==> config.mk <==
export PLATFORM = sky130hd
export DESIGN_NAME = multicycle_ctrl
export DESIGN_NICKNAME = d
export VERILOG_FILES = /design/src/rtl/cpu_pkg.sv /design/src/rtl/ctrl_decode.sv /design/src/rtl/multicycle_ctrl.sv
export SDC_FILE = /design/constraint.sdc
export NUM_CORES = 1
export LEC_CHECK = 0
export BUFFER_PORTS_ARGS = -buffer_cell sky130_fd_sc_hd__buf_2
export CORE_UTILIZATION = 45
export DETAILED_ROUTE_END_ITERATION = 8
export GPL_ROUTABILITY_DRIVEN = 0
export HOLD_SLACK_MARGIN = 0.08
export PLACE_DENSITY = 0.75
export RECOVER_POWER = 25
export SLEW_MARGIN = 20
export SYNTH_ARGS = -nofsm -noshare
export SYNTH_HDL_FRONTEND = slang
export SYNTH_SLANG_ARGS = --single-unit
==> constraint.sdc <==
create_clock -name clk -period 4.1 [get_ports clk]
set_input_delay 0.205 -clock clk [delete_from_list [all_inputs] [get_ports clk]]
set_output_delay 0.205 -clock clk [all_outputs]
set_load 0.005 [all_outputs]
==> src/rtl/cpu_pkg.sv <==
// Shared definitions for the RV32 subset control path.
// Latency: n/a (types and constants only).
// Backpressure: n/a.
package cpu_pkg;

  // Controller phases; 6 and 7 are unused encodings.
  typedef enum logic [2:0] {
    S_FETCH  = 3'd0,
    S_DECODE = 3'd1,
    S_EXEC   = 3'd2,
    S_MEM    = 3'd3,
    S_WB     = 3'd4,
    S_TRAP   = 3'd5
  } state_e;

  // Instruction classes produced by the decoder.
  typedef enum logic [2:0] {
    CLS_R      = 3'd0,
    CLS_I      = 3'd1,
    CLS_LOAD   = 3'd2,
    CLS_STORE  = 3'd3,
    CLS_BRANCH = 3'd4,
    CLS_ILL    = 3'd5
  } iclass_e;

  localparam logic [6:0] OP_R      = 7'b0110011;
  localparam logic [6:0] OP_I      = 7'b0010011;
  localparam logic [6:0] OP_LOAD   = 7'b0000011;
  localparam logic [6:0] OP_STORE  = 7'b0100011;
  localparam logic [6:0] OP_BRANCH = 7'b1100011;

  localparam logic [3:0] ALU_ADD = 4'b0010;
  localparam logic [3:0] ALU_SUB = 4'b0110;
  localparam logic [3:0] ALU_AND = 4'b0000;
  localparam logic [3:0] ALU_OR  = 4'b0001;

  localparam logic [1:0] IMM_I = 2'b00;
  localparam logic [1:0] IMM_S = 2'b01;
  localparam logic [1:0] IMM_B = 2'b10;

endpackage

==> src/rtl/ctrl_decode.sv <==
// Purpose: combinational classification of an RV32 subset instruction.
// Latency: purely combinational, zero cycles.
// Backpressure: none; output follows instr.
// Ports: instr in; iclass, alu_control, legal, is_bne out.
module ctrl_decode
  import cpu_pkg::*;
(
  input  logic [31:0] instr,
  output iclass_e     iclass,
  output logic [3:0]  alu_control,
  output logic        legal,
  output logic        is_bne
);

  logic [6:0] opcode;
  logic [2:0] funct3;
  logic [6:0] funct7;
  logic       unused_fields;

  assign opcode = instr[6:0];
  assign funct3 = instr[14:12];
  assign funct7 = instr[31:25];
  // Register and immediate fields play no part in control decisions.
  assign unused_fields = ^{instr[24:15], instr[11:7]};

  always_comb begin
    iclass      = CLS_ILL;
    alu_control = ALU_ADD;
    legal       = 1'b0;
    is_bne      = 1'b0;
    case (opcode)
      OP_R: begin
        iclass = CLS_R;
        case (funct3)
          3'b000: begin
            if (funct7 == 7'b0000000) begin
              legal = 1'b1;
            end else if (funct7 == 7'b0100000) begin
              legal       = 1'b1;
              alu_control = ALU_SUB;
            end
          end
          3'b111: begin
            legal       = (funct7 == 7'b0000000);
            alu_control = ALU_AND;
          end
          3'b110: begin
            legal       = (funct7 == 7'b0000000);
            alu_control = ALU_OR;
          end
          default: ;
        endcase
      end
      OP_I: begin
        iclass = CLS_I;
        case (funct3)
          3'b000: legal = 1'b1;
          3'b111: begin
            legal       = 1'b1;
            alu_control = ALU_AND;
          end
          3'b110: begin
            legal       = 1'b1;
            alu_control = ALU_OR;
          end
          default: ;
        endcase
      end
      OP_LOAD: begin
        iclass = CLS_LOAD;
        legal  = (funct3 == 3'b010);
      end
      OP_STORE: begin
        iclass = CLS_STORE;
        legal  = (funct3 == 3'b010);
      end
      OP_BRANCH: begin
        iclass      = CLS_BRANCH;
        alu_control = ALU_SUB;
        legal       = (funct3 == 3'b000) || (funct3 == 3'b001);
        is_bne      = (funct3 == 3'b001);
      end
      default: ;
    endcase
  end

endmodule

==> src/rtl/multicycle_ctrl.sv <==
// Purpose: FETCH/DECODE/EXEC/MEM/WB sequencer for the multi-cycle RV32 subset CPU.
// Latency: branch 3, R/I-ALU and store 4, load 5 cycles plus one per mem_ready=0 cycle.
// Backpressure: holds in FETCH/MEM with constant outputs until mem_ready.
// Ports: clk, rst, instr, alu_zero, mem_ready in; memory, PC, ALU, regfile
//        controls, trap, state and retired out.
module multicycle_ctrl
  import cpu_pkg::*;
#(
  parameter int RETIRE_W = 32
) (
  input  logic                clk,
  input  logic                rst,
  input  logic [31:0]         instr,
  input  logic                alu_zero,
  input  logic                mem_ready,
  output logic                mem_req,
  output logic                mem_we,
  output logic                iord,
  output logic                ir_write,
  output logic                pc_write,
  output logic                pc_src,
  output logic                alu_src,
  output logic [3:0]          alu_control,
  output logic [1:0]          imm_sel,
  output logic                reg_write,
  output logic                mem_to_reg,
  output logic                trap,
  output logic [2:0]          state,
  output logic [RETIRE_W-1:0] retired
);

  state_e              state_q, state_d;
  logic [RETIRE_W-1:0] retired_q, retired_d;
  logic                retire;

  iclass_e    dec_class;
  logic [3:0] dec_alu;
  logic       dec_legal;
  logic       dec_bne;
  logic       is_store;
  logic       taken;

  ctrl_decode u_decode (
    .instr       (instr),
    .iclass      (dec_class),
    .alu_control (dec_alu),
    .legal       (dec_legal),
    .is_bne      (dec_bne)
  );

  assign is_store = (dec_class == CLS_STORE);
  assign taken    = dec_bne ? ~alu_zero : alu_zero;

  always_comb begin
    state_d     = state_q;
    retire      = 1'b0;
    mem_req     = 1'b0;
    mem_we      = 1'b0;
    iord        = 1'b0;
    ir_write    = 1'b0;
    pc_write    = 1'b0;
    pc_src      = 1'b0;
    alu_src     = 1'b0;
    alu_control = ALU_AND;
    imm_sel     = IMM_I;
    reg_write   = 1'b0;
    mem_to_reg  = 1'b0;
    trap        = 1'b0;
    case (state_q)
      S_FETCH: begin
        mem_req = 1'b1;
        if (mem_ready) begin
          ir_write = 1'b1;
          pc_write = 1'b1;
          state_d  = S_DECODE;
        end
      end
      S_DECODE: state_d = dec_legal ? S_EXEC : S_TRAP;
      S_EXEC: begin
        alu_control = dec_alu;
        case (dec_class)
          CLS_R: state_d = S_WB;
          CLS_I: begin
            alu_src = 1'b1;
            state_d = S_WB;
          end
          CLS_LOAD: begin
            alu_src = 1'b1;
            state_d = S_MEM;
          end
          CLS_STORE: begin
            alu_src = 1'b1;
            imm_sel = IMM_S;
            state_d = S_MEM;
          end
          CLS_BRANCH: begin
            imm_sel  = IMM_B;
            pc_write = taken;
            pc_src   = taken;
            retire   = 1'b1;
            state_d  = S_FETCH;
          end
          default: state_d = S_FETCH;
        endcase
      end
      S_MEM: begin
        mem_req     = 1'b1;
        iord        = 1'b1;
        alu_control = ALU_ADD;
        alu_src     = 1'b1;
        imm_sel     = is_store ? IMM_S : IMM_I;
        mem_we      = is_store;
        if (mem_ready) begin
          state_d = is_store ? S_FETCH : S_WB;
          retire  = is_store;
        end
      end
      S_WB: begin
        reg_write  = 1'b1;
        mem_to_reg = (dec_class == CLS_LOAD);
        retire     = 1'b1;
        state_d    = S_FETCH;
      end
      S_TRAP: trap = 1'b1;
      default: state_d = S_FETCH;
    endcase

    // Reset kills every enable in the same cycle, aborting any in-flight access.
    if (rst) begin
      mem_req     = 1'b0;
      mem_we      = 1'b0;
      iord        = 1'b0;
      ir_write    = 1'b0;
      pc_write    = 1'b0;
      pc_src      = 1'b0;
      alu_src     = 1'b0;
      alu_control = 4'b0000;
      imm_sel     = 2'b00;
      reg_write   = 1'b0;
      mem_to_reg  = 1'b0;
      trap        = 1'b0;
    end

    retired_d = retired_q + RETIRE_W'(retire);
  end

  always_ff @(posedge clk) begin
    if (rst) begin
      state_q   <= S_FETCH;
      retired_q <= '0;
    end else begin
      state_q   <= state_d;
      retired_q <= retired_d;
    end
  end

  assign state   = rst ? 3'd0 : state_q;
  assign retired = rst ? '0 : retired_q;

endmodule

==> results of run 1 <==
## registers in the layout (all words and copies together), names as in the netlist
name	cells
state_q	3
retired_q	32
## area by class of cell
type | count | area, um2 | area share [%]
clock inverters | 2 | 12.5 | 0.468
inverters | 5 | 18.8 | 0.702
repair buffers | 71 | 335 | 12.5
well taps | 67 | 83.8 | 3.14
flip-flops and latches | 35 | 701 | 26.2
multi-input cells | 233 | 1450 | 54.2
clock buffers | 6 | 72.6 | 2.72
## critical path: cells and delay by family
| family | cells | cell delay (ns) |
|---|---|---|
| buffers and inverters | 1 | 0.09 |
| adder cells (fa/ha/maj) | 2 | 0.45 |
| AO/OA/AOI/OAI | 2 | 0.39 |
| multiplexers | 1 | 0.32 |
| AND/OR/NAND/NOR | 5 | 1.84 |
## routing by layer
layer  part of all wire [%]  vias up  track usage, %
met5                      0        -               0
met2                     46       49            31.7
met4                    1.3        0            7.63
li1                       -     1155               -
met1                     47     1043            26.0
met3                    5.3        7            4.83
## worst max-delay path by stage
stage / end / cells past startpoint
floorplan: retired_q[20]$_SDFF_PP0_ / 11
global placement: retired_q[20]$_SDFF_PP0_ / 11
detailed placement: retired_q[20]$_SDFF_PP0_ / 11
CTS: retired_q[20]$_SDFF_PP0_ / 11
global route: retired[25] / 4
finish: retired_q[20]$_SDFF_PP0_ / 11
## per-stage QoR
stage / area [um2] / cells
2_1_floorplan: 2250 / 291
6_report: 2670 / 419
5_1_grt: 2670 / 419
4_1_cts: 2700 / 419
3_3_place_gp: 2610 / 411
3_5_place_dp: 2610 / 411
## power groups by stage
stage,combinational [W],clock (W),sequential (W)
global route,0.0000676,0.000265,0.000349
global placement,0.0000591,0,0.000357
finish,0.0000603,0.000245,0.000349
detailed placement,0.0000601,0,0.000357
CTS,0.0000603,0.000250,0.000349
floorplan,0.0000448,0,0.000352
## cells by family after synthesis
logic type / synth area share, %
AND/OR/NAND/NOR: 41.5
multiplexers: 6.51
buffers and inverters: 4.40
other: 0.167
XOR/XNOR: 5.06
AO/OA/AOI/OAI: 10.1
adder cells (fa/ha/maj): 1.11
flip-flops: 31.2
## placed cells by master, fill, tap and decap left out, types with 2 or more instances in the layout
master and n:
nand4_1 8, nor2b_1 34, nand3b_1 2, nand2_1 17
nor3_1 15, xor2_1 8, nor4_1 8, xnor2_1 5
mux2_2 13, a41oi_1 2, a21oi_1 12, dfxtp_1 35
buf_2 51, nand3_1 13, and3_1 3, a211oi_1 2
buf_1 2, clkbuf_1 15, or4_4 2, clkbuf_2 4
nor2_1 39, o31a_1 4, ha_1 2, or3_1 7
and4_1 5, or4_1 4, inv_1 5, o21bai_1 2
nand2b_1 7, clkbuf_8 5, o21ai_0 7
==> metrics.cfg, run 1 <==
[global_routing]
grt_pass1_wl_um=8250
grt_pass1_vias=1887
grt_max_degree=46
antenna_found_initial=0
overflow=0
grtUsageTotal_pct=19.9

[drt]
drt_pass1_iterations=4
drc=0
first_iter_violations=124
ant_nets=0
dr_total_vias=2254
routed_via_density=5.38
drt_wl_total_um=5140
post_drt_wl_per_cell_um=12.3

[pwr]
p_comb_share_pct=9.2
switching_share_pct=25.7
sequentialPowerShare_pct=53.4
pwr-share-clk_pct=37.4
peakVddDrop_mv=0.173
power_w=0.000654
p_switching_w=0.000168
p_leak_nw=1.06
power_density_mw_per_mm2=245
p_int_w=0.000486

[setup_path]
path_cells=buf_2, nand4bb_1, nor3_1, a41oi_1, o22ai_1, ha_1, ha_1, nand4_1, nor4_1, and4_1, mux2_2
cp.arrival_ns=3.31
reg2reg_from=state_q[0]$_SDFFE_PP0P_
cp_max_fo=10
r2r_slack_ns=1.04
critical_path.endpoint_type=flip-flop
crit_top_cell=ha_1
slowest_stage=nor4_1
critPathLaunchType=primary input
critPathLaunch=instr[2]
slowest_delay_ns=0.60
rr_endpoint=retired_q[20]$_SDFF_PP0_
crit_type=in2reg
required_ns=4.29
reg2regPathDepth=9

[logic_synthesis]
synth_area_mm2=0.00225
ys_ff_latch=35
syn_area_per_cell_um2=7.73
post-synth-top-count-cell=nor2_1
ys_seq_area_share_pct=31.2
async_flop_share_pct=0
synth_area_leaders=dfxtp_1 (31%), nor2b_1 (9.5%), mux2_2 (6.5%), nor2_1 (6.5%), nor3_1 (3.3%)
synth-edff-count=0
yosysTopAreaCell=dfxtp_1
synthCells=291
ys_types=43
netlist.area_leader.share_pct=31.2
synthTopCellsByCount=nor2_1 (39), dfxtp_1 (35), nor2b_1 (34)
synth_warnings=0
synth_nets=329
synth_flop_cell=dfxtp_1

[cts]
cts_inserted_buffers=5
cts_tree=yes
htreeDepth=2
clock-root-buffer=clkbuf_8
post-cts-setup-buffer-count=0
ctsHoldBuffers=0
clockBufferDepth=2
post_cts_resized=0
insertion_delay_ns=0.29
cts_sinks=35
path_clk_slew_ns=0.08

[worst_hold_path]
hold_end=state_q[2]$_SDFFE_PP0P_
min_from=mem_ready
hold_depth=4
hp-class=in2reg

[timing]
finalCritPeriodShare_pct=76.3
fmax_mhz=320
rsz0062_at_grt=no
setup_viol=0
hold_ws_ns=0.353
worstMarginPinSlew_ns=1.79
hold_viol=0
fin_ws_ns=0.973
slew_headroom_pct=-19.2
final_max_slew_viol_count=46
fin_crit_ns=3.13
setup_tns_ns=0
finalClockSkew_ns=0.00980

[run]
maxCapViolCount=1

[die]
start_util_pct=47.3
rows=25
die_y_um=72.7
fp.coreArea_mm2=0.00475
ios=87
die_w_um=72.7
die-area_mm2=0.00528

[layout]
nets=389
insertedDiodeCount=0
postLayoutCoreUtil_pct=56.2
fillers=489
drive_gt1_share_pct=22.7
syn2layout_area_growth_pct=18.9

[placed_design]
post-place-ws_ns=0.702
port_buffers=70
hpwlAfterDp_um=3830

[outcome]
status=complete, but fails checks
violations=max-capacitance violations, max-slew violations

Power figures use the tool's default switching activity.
==> run 2, diff against run 1 <==
--- a/config.mk
+++ b/config.mk
@@ -5,12 +5,13 @@
 export SDC_FILE = /design/constraint.sdc
 export NUM_CORES = 1
 export LEC_CHECK = 0
+export ABC_AREA = 1
 export BUFFER_PORTS_ARGS = -buffer_cell sky130_fd_sc_hd__buf_2
 export CORE_UTILIZATION = 45
 export DETAILED_ROUTE_END_ITERATION = 8
 export GPL_ROUTABILITY_DRIVEN = 0
 export HOLD_SLACK_MARGIN = 0.08
-export PLACE_DENSITY = 0.75
+export PLACE_DENSITY = 0.76
 export RECOVER_POWER = 25
 export SLEW_MARGIN = 20
 export SYNTH_ARGS = -nofsm -noshare
==> constraint.sdc (replaced) <==
create_clock -name clk -period 2.6 [get_ports clk]
set_input_delay 0.13 -clock clk [delete_from_list [all_inputs] [get_ports clk]]
set_output_delay 0.13 -clock clk [all_outputs]
set_load 0.005 [all_outputs]
==> run 2 against run 1 <==
The flow now finishes without violations. Via count increased by 23%. Final cell count up 33%. Sequential power up 64%. Sequential share of layout area is 2.2 points lower. Hold slack got worse by 0.19 ns. Routed wire length grew 21%. Register-to-register slack got worse by 0.81 ns. Critical endpoint is now retired_q[15]$_SDFF_PP0_.
==> metrics.cfg, run 2 <==
[layout]
largest_reg_flops=32  ; unchanged
final_cells=558  ; +33%
multiInputGateArea_mm2=0.00144  ; -0.52%
reg_top3=retired_q: 32 flops, state_q: 3 flops
regArea_um2=701  ; unchanged
fillers=524  ; +7.2%
final_common_cell=nand2_1
insertedDiodeCount=0  ; unchanged
nets=527  ; +35%
top_register=retired_q
syn2layout_area_growth_pct=21.0
drive_gt1_share_pct=19.5  ; -3.3 points
final_cell_mix=nand2_1 (94), nor2_1 (89), inv_1 (66)

[logic_synthesis]
netlist.area_leader.share_pct=29.0  ; -2.1 points
synth_warnings=0  ; unchanged
post-synth-top-count-cell=nand2_1
ys_ff_latch=35  ; unchanged
synth_flop_cell=dfxtp_1
synth_area_leaders=dfxtp_1 (29%), nand2_1 (15%), nor2_1 (14%), inv_1 (10%), a21oi_1 (5.6%)
synth-edff-count=0  ; unchanged
syn_area_per_cell_um2=5.79  ; -25%
ys_seq_area_share_pct=29.0  ; -2.1 points
yosysTopAreaCell=dfxtp_1
synthCells=417  ; +43%
ys_types=31  ; -28%
synth_area_mm2=0.00241  ; +7.4%
async_flop_share_pct=0  ; unchanged
synth_nets=455  ; +38%
synthTopCellsByCount=nand2_1 (94), nor2_1 (90), inv_1 (66)

[placed_design]
post-place-ws_ns=0.198  ; -0.505 ns
hpwlAfterDp_um=4940  ; +29%
port_buffers=70  ; unchanged
dp_cells=552  ; +34%

[setup_path]
crit_type=reg2reg
cp.arrival_ns=2.52  ; -0.79 ns
required_ns=2.75  ; -1.54 ns
reg2regPathDepth=12  ; +3
path_cells=nor2_2, inv_1, nor2_1, inv_1, o211ai_1, ha_2, nand3_2, nor2_4, nand2_4, nor2_2, xor2_1, nor2_1
slowest_delay_ns=0.37  ; -0.23 ns
cp-endpoint=retired_q[15]$_SDFF_PP0_
reg2reg_from=state_q[2]$_SDFFE_PP0P_
slowest_stage=dfxtp_1
critical_path.endpoint_type=flip-flop
critPathLaunchType=flip-flop
path_buf_inv=2  ; +1
crit_family=simple AND/OR/NAND/NOR gates
r2r_slack_ns=0.23  ; -0.81 ns
cp_max_fo=6  ; -4
critPathLaunch=state_q[2]$_SDFFE_PP0P_
rr_endpoint=retired_q[15]$_SDFF_PP0_
crit_cells=12  ; +1

[cts]
cts_sinks=35  ; unchanged
cts_inserted_buffers=5  ; unchanged
clock-root-buffer=clkbuf_8
insertion_delay_ns=0.29  ; about the same
cts_tree=yes
ctsHoldBuffers=0  ; unchanged
path_clk_slew_ns=0.06  ; -0.02 ns
clockBufferDepth=2  ; unchanged
htreeDepth=2  ; unchanged

[worst_hold_path]
hp-class=in2reg

[timing]
hold_ws_ns=0.163  ; -0.190 ns
setup_tns_ns=0  ; unchanged
slew_headroom_pct=62.2  ; +81 points
finalCritPeriodShare_pct=91.2
setup_viol=0  ; unchanged
worstMarginPinSlew_ns=0.567  ; -1.22 ns
hold_viol=0  ; unchanged
fin_ws_ns=0.229  ; -0.744 ns
final_max_slew_viol_count=0  ; -100%
fmax_mhz=422
finalClockSkew_ns=0.00760  ; -0.00221 ns
fin_crit_ns=2.37

[pwr]
sequentialPowerShare_pct=50.8  ; -2.6 points
p_leak_nw=1.21  ; +13%
pwr-share-clk_pct=31.6  ; -5.8 points
peakVddDrop_mv=0.298  ; +72%
power_density_mw_per_mm2=386  ; +58%
p_comb_share_pct=17.7  ; +8.5 points
p_int_w=0.000808  ; +66%
power_w=0.00113  ; +73%
switching_share_pct=28.5  ; +2.7 points
p_switching_w=0.000321  ; +91%

[drt]
drc=0  ; unchanged
post_drt_wl_per_cell_um=11.1  ; -9.2%
dr_total_vias=2777  ; +23%
first_iter_violations=156  ; +26%
drt_wl_total_um=6220  ; +21%
routed_via_density=4.98  ; -7.5%
ant_nets=0  ; unchanged
drt_pass1_iterations=5  ; +1

[global_routing]
grtUsageTotal_pct=23.5  ; +3.6 points
grt_pass1_vias=2383  ; +26%
antenna_found_initial=0  ; unchanged
grt_max_degree=36  ; -22%
overflow=0  ; unchanged
grt_pass1_wl_um=10100  ; +22%

[die]
fp.coreArea_mm2=0.00514  ; +8.1%
rows=26  ; +4.0%
start_util_pct=47.0  ; -0.31 points
die-area_mm2=0.00566  ; +7.2%
ios=87  ; unchanged
die_w_um=75.3  ; +3.5%
die_y_um=75.3  ; +3.5%

[outcome]
status=completed

[run]
maxCapViolCount=0  ; -1

==> run 2: cell types whose count changed after synthesis, sizes merged, moves of 6 or more <==
cell    delta
nor2b     -34
nand3     +14
mux2      -13
nor4       -6
nor2      +59
nand2     +79
nand2b     -7
or4        -6
or3        -7
a21oi     +16
clkbuf     -7
inv       +64
==> run 2: layout make-up <==
| cell class | instances | share of cell area [%] |
|---|---|---|
| tap | 70 | 3.00 |
| clock buffer | 6 | 2.48 |
| multi-input combinational | 305 | 49.3 |
| timing repair buffer | 73 | 12.4 |
| inverter | 69 | 8.86 |
| sequential | 35 | 24.0 |
==> run 2: metrics by stage <==
step           util, %  instance area, um2
3_3_place_gp      55.3                2840
4_1_cts           56.7                2910
6_report          56.9                2920
3_5_place_dp      55.3                2840
2_1_floorplan        -                2410
5_1_grt           56.9                2920
==> run 2: cells by family (layout without fill, tap and decap cells) <==
group	after synthesis	after routing	synth area share [%]
AND/OR/NAND/NOR	253	253	46.1
buffers and inverters	77	148	12.1
AO/OA/AOI/OAI	44	44	9.79
flip-flops	35	35	29.0
XOR/XNOR	5	5	1.81
adder cells (fa/ha/maj)	2	2	1.04
other	1	1	0.155
==> run 2: power by group through the flow <==
stage	Sequential (W)	Combinational [W]	Clock, W
finish	0.000573	0.000200	0.000356
floorplan	0.000578	0.000136	0
global route	0.000575	0.000230	0.000390
detailed placement	0.000582	0.000195	0
CTS	0.000570	0.000197	0.000366
global placement	0.000581	0.000195	0
==> run 2: worst register-to-register path, cell delays in order (launching register included) <==
cell      delay (ns)
dfxtp_1         0.37
nor2_2          0.18
inv_1           0.05
nor2_1          0.13
inv_1           0.09
o211ai_1        0.24
ha_2            0.26
nand3_2         0.19
nor2_4          0.23
nand2_4         0.11
nor2_2          0.18
xor2_1          0.17
nor2_1          0.05
==> run 2: what timing repair did <==
item / in CTS / in global routing
setup buffers: 0 / 0
endpoints found under the hold margin: 0 / 0
resized for setup: 0 / 5
endpoints found under the setup margin: 0 / 8
==> run 2: worst min path at each step <==
stage | endpoint | from | slack [ns] | cells after the start
global placement | retired_q[31]$_SDFF_PP0_ | retired_q[31]$_SDFF_PP0_ | 0.45 | 2
finish | state_q[1]$_SDFFE_PP0P_ | mem_ready | 0.16 | 3
floorplan | mem_to_reg | instr[5] | 0.30 | 1
CTS | state_q[1]$_SDFFE_PP0P_ | mem_ready | 0.16 | 3
detailed placement | state_q[1]$_SDFFE_PP0P_ | mem_ready | 0.45 | 3
global route | state_q[1]$_SDFFE_PP0P_ | mem_ready | 0.18 | 3
==> run 2: per-layer routing <==
layer,track usage (%),routed length (um),vias up
li1,-,-,1443
met2,40.2,2880,110
met4,9.67,134,0
met3,5.09,426,13
met1,28.5,2770,1211
met5,0,0,-
==> run 3, diff against run 2 <==
--- a/config.mk
+++ b/config.mk
@@ -8,6 +8,7 @@
 export ABC_AREA = 1
 export BUFFER_PORTS_ARGS = -buffer_cell sky130_fd_sc_hd__buf_2
 export CORE_UTILIZATION = 45
+export CTS_BUF_LIST = sky130_fd_sc_hd__clkbuf_8
 export DETAILED_ROUTE_END_ITERATION = 8
 export GPL_ROUTABILITY_DRIVEN = 0
 export HOLD_SLACK_MARGIN = 0.08
==> run 3 against run 2 <==
Fmax shrank 0.23%. Highest routed layer unchanged. Critical path depth stayed put. Largest cell class unchanged. Sequential share of layout area is the same. Core utilization unchanged. Final cell count did not move. Setup slack lost 0.0055 ns. Routed wire length is 0.40% higher. Power down 0.15%. Non-clock buffer count unchanged. Sequential cell count is the same.
==> metrics.cfg, run 3 (synthesis results as in run 2) <==
[setup_path]
critPathLaunchType=flip-flop
required_ns=2.75  ; about the same
critical_path.endpoint_type=flip-flop
slowest_delay_ns=0.37  ; about the same
slowest_stage=dfxtp_1
cp.arrival_ns=2.53  ; about the same
crit_type=reg2reg
cp_max_fo=6  ; unchanged
path_cells=nor2_2, inv_1, nor2_1, inv_1, o211ai_1, ha_2, nand3_2, nor2_4, nand2_4, nor2_2, xor2_1, nor2_1

[layout]
largest_reg_flops=32  ; unchanged
multiInputGateArea_mm2=0.00144  ; unchanged
nets=527  ; unchanged
drive_gt1_share_pct=19.5  ; unchanged
fillers=524  ; unchanged
final_cells=558  ; unchanged
insertedDiodeCount=0  ; unchanged
regArea_um2=701  ; unchanged
top_register=retired_q
syn2layout_area_growth_pct=21.0  ; unchanged
final_common_cell=nand2_1
reg_top3=retired_q: 32 flops, state_q: 3 flops
final_cell_mix=nand2_1 (94), nor2_1 (89), inv_1 (67)
postLayoutCoreUtil_pct=56.9  ; unchanged

[drt]
ant_nets=0  ; unchanged
post_drt_wl_per_cell_um=11.2  ; +0.40%
drt_pass1_iterations=4  ; -1
dr_total_vias=2760  ; -0.61%
routed_via_density=4.95  ; -0.61%
drt_wl_total_um=6240  ; +0.40%
first_iter_violations=156  ; unchanged
drc=0  ; unchanged

[die]
die_w_um=75.3  ; unchanged
die_y_um=75.3  ; unchanged
ios=87  ; unchanged
start_util_pct=47.0  ; unchanged
rows=26  ; unchanged
die-area_mm2=0.00566  ; unchanged
fp.coreArea_mm2=0.00514  ; unchanged

[global_routing]
grt_max_degree=36  ; unchanged
met1_usage_pct=28.5  ; unchanged
grt_pass1_wl_um=10100  ; unchanged
antenna_found_initial=0  ; unchanged
grt-busiest-layer=met2
use_met2_pct=40.2  ; unchanged
grt_use_met3_pct=5.09  ; unchanged
grt_pass1_vias=2383  ; unchanged
overflow=0  ; unchanged
grtUsageTotal_pct=23.5  ; unchanged

[timing]
fmax_mhz=421  ; -0.23%
fin_ws_ns=0.224  ; -0.00553 ns
finalClockSkew_ns=0.00677  ; -0.000823 ns
hold_ws_ns=0.161  ; -0.00226 ns
worstMarginPinSlew_ns=0.567  ; +0.000201 ns
slew_headroom_pct=62.2  ; about the same
setup_viol=0  ; unchanged
final_max_slew_viol_count=0  ; unchanged
finalCritPeriodShare_pct=91.4  ; +0.21 points
hold_viol=0  ; unchanged
fin_crit_ns=2.38  ; +0.00553 ns

[cts]
clockBufferDepth=2  ; unchanged
clock-root-buffer=clkbuf_8
insertion_delay_ns=0.29  ; about the same
cts_tree=yes
cts_sinks=35  ; unchanged
cts_inserted_buffers=5  ; unchanged
post-cts-setup-buffer-count=0  ; unchanged
htreeDepth=2  ; unchanged
path_clk_slew_ns=0.06  ; about the same

[placed_design]
post-place-ws_ns=0.198  ; unchanged
hpwlAfterDp_um=4940  ; unchanged
port_buffers=70  ; unchanged
dp_cells=552  ; unchanged

[pwr]
power_density_mw_per_mm2=386  ; -0.15%
switching_share_pct=28.7  ; +0.24 points
sequentialPowerShare_pct=50.8  ; about the same
p_switching_w=0.000324  ; +0.70%
p_leak_nw=1.21  ; +0.34%
peakVddDrop_mv=0.298  ; about the same
pwr-share-clk_pct=31.5  ; about the same
p_comb_share_pct=17.7  ; about the same
p_int_w=0.000804  ; -0.49%
power_w=0.00113  ; -0.15%

[worst_hold_path]
hp-class=in2reg

[outcome]
status=completed

[run]
maxCapViolCount=0  ; unchanged

## run 3: cell count changes in the layout (fill, tap and decap cells not counted)
cell	previous run	this run
clkbuf_1	10	9
inv_1	66	67
## run 3: power by group through the flow
stage | Clock [W] | Sequential (W) | Combinational (W)
6_report | 0.000355 | 0.000573 | 0.000199
3_5_place_dp | 0 | 0.000582 | 0.000195
5_1_grt | 0.000386 | 0.000575 | 0.000230
4_1_cts | 0.000363 | 0.000570 | 0.000197
3_3_place_gp | 0 | 0.000581 | 0.000195
2_1_floorplan | 0 | 0.000578 | 0.000136
## run 3: what timing repair did
item	4_1_cts	5_1_grt
gates resized for setup	0	5
hold buffers	0	0
endpoints found under the setup margin	0	8
## run 3: layer usage
layer | routed length, um | vias to the layer above
li1 | - | 1445
met1 | 2850 | 1216
met2 | 2910 | 86
met3 | 340 | 13
met4 | 138 | 0
met5 | 0 | -
## run 3: metrics by stage
| step | area [um2] | TNS (ns) |
|---|---|---|
| global placement | 2840 | 0 |
| finish | 2920 | 0 |
| detailed placement | 2840 | 0 |
| floorplan | 2410 | 0 |
| global route | 2920 | -0.0780 |
| CTS | 2910 | 0 |
## run 3: critical path: cells and delay by family, from the launching register on
| kind | cells | cell delay, ns |
|---|---|---|
| adder cells (fa/ha/maj) | 1 | 0.26 |
| XOR/XNOR | 1 | 0.17 |
| flip-flops | 1 | 0.37 |
| AND/OR/NAND/NOR | 7 | 1.07 |
| AO/OA/AOI/OAI | 1 | 0.24 |
| buffers and inverters | 2 | 0.14 |
## run 3: worst paths after layout
kind                            slack (ns)                  endpoint                     start  cells after the start
worst max register to register        0.22  retired_q[15]$_SDFF_PP0_   state_q[2]$_SDFFE_PP0P_                     12
worst min-delay path                  0.16   state_q[1]$_SDFFE_PP0P_                 mem_ready                      3
worst min register to register        0.47  retired_q[31]$_SDFF_PP0_  retired_q[31]$_SDFF_PP0_                      2
worst max-delay path                  0.22  retired_q[15]$_SDFF_PP0_   state_q[2]$_SDFFE_PP0P_                     12
## run 3: final cells by class
cell class,count,area share [%]
multi-input combinational,305,49.3
clock inverter,1,0.128
sequential,35,24.0
clock buffer,5,2.35
timing repair buffer,73,12.4
tap,70,3.00
inverter,69,8.86
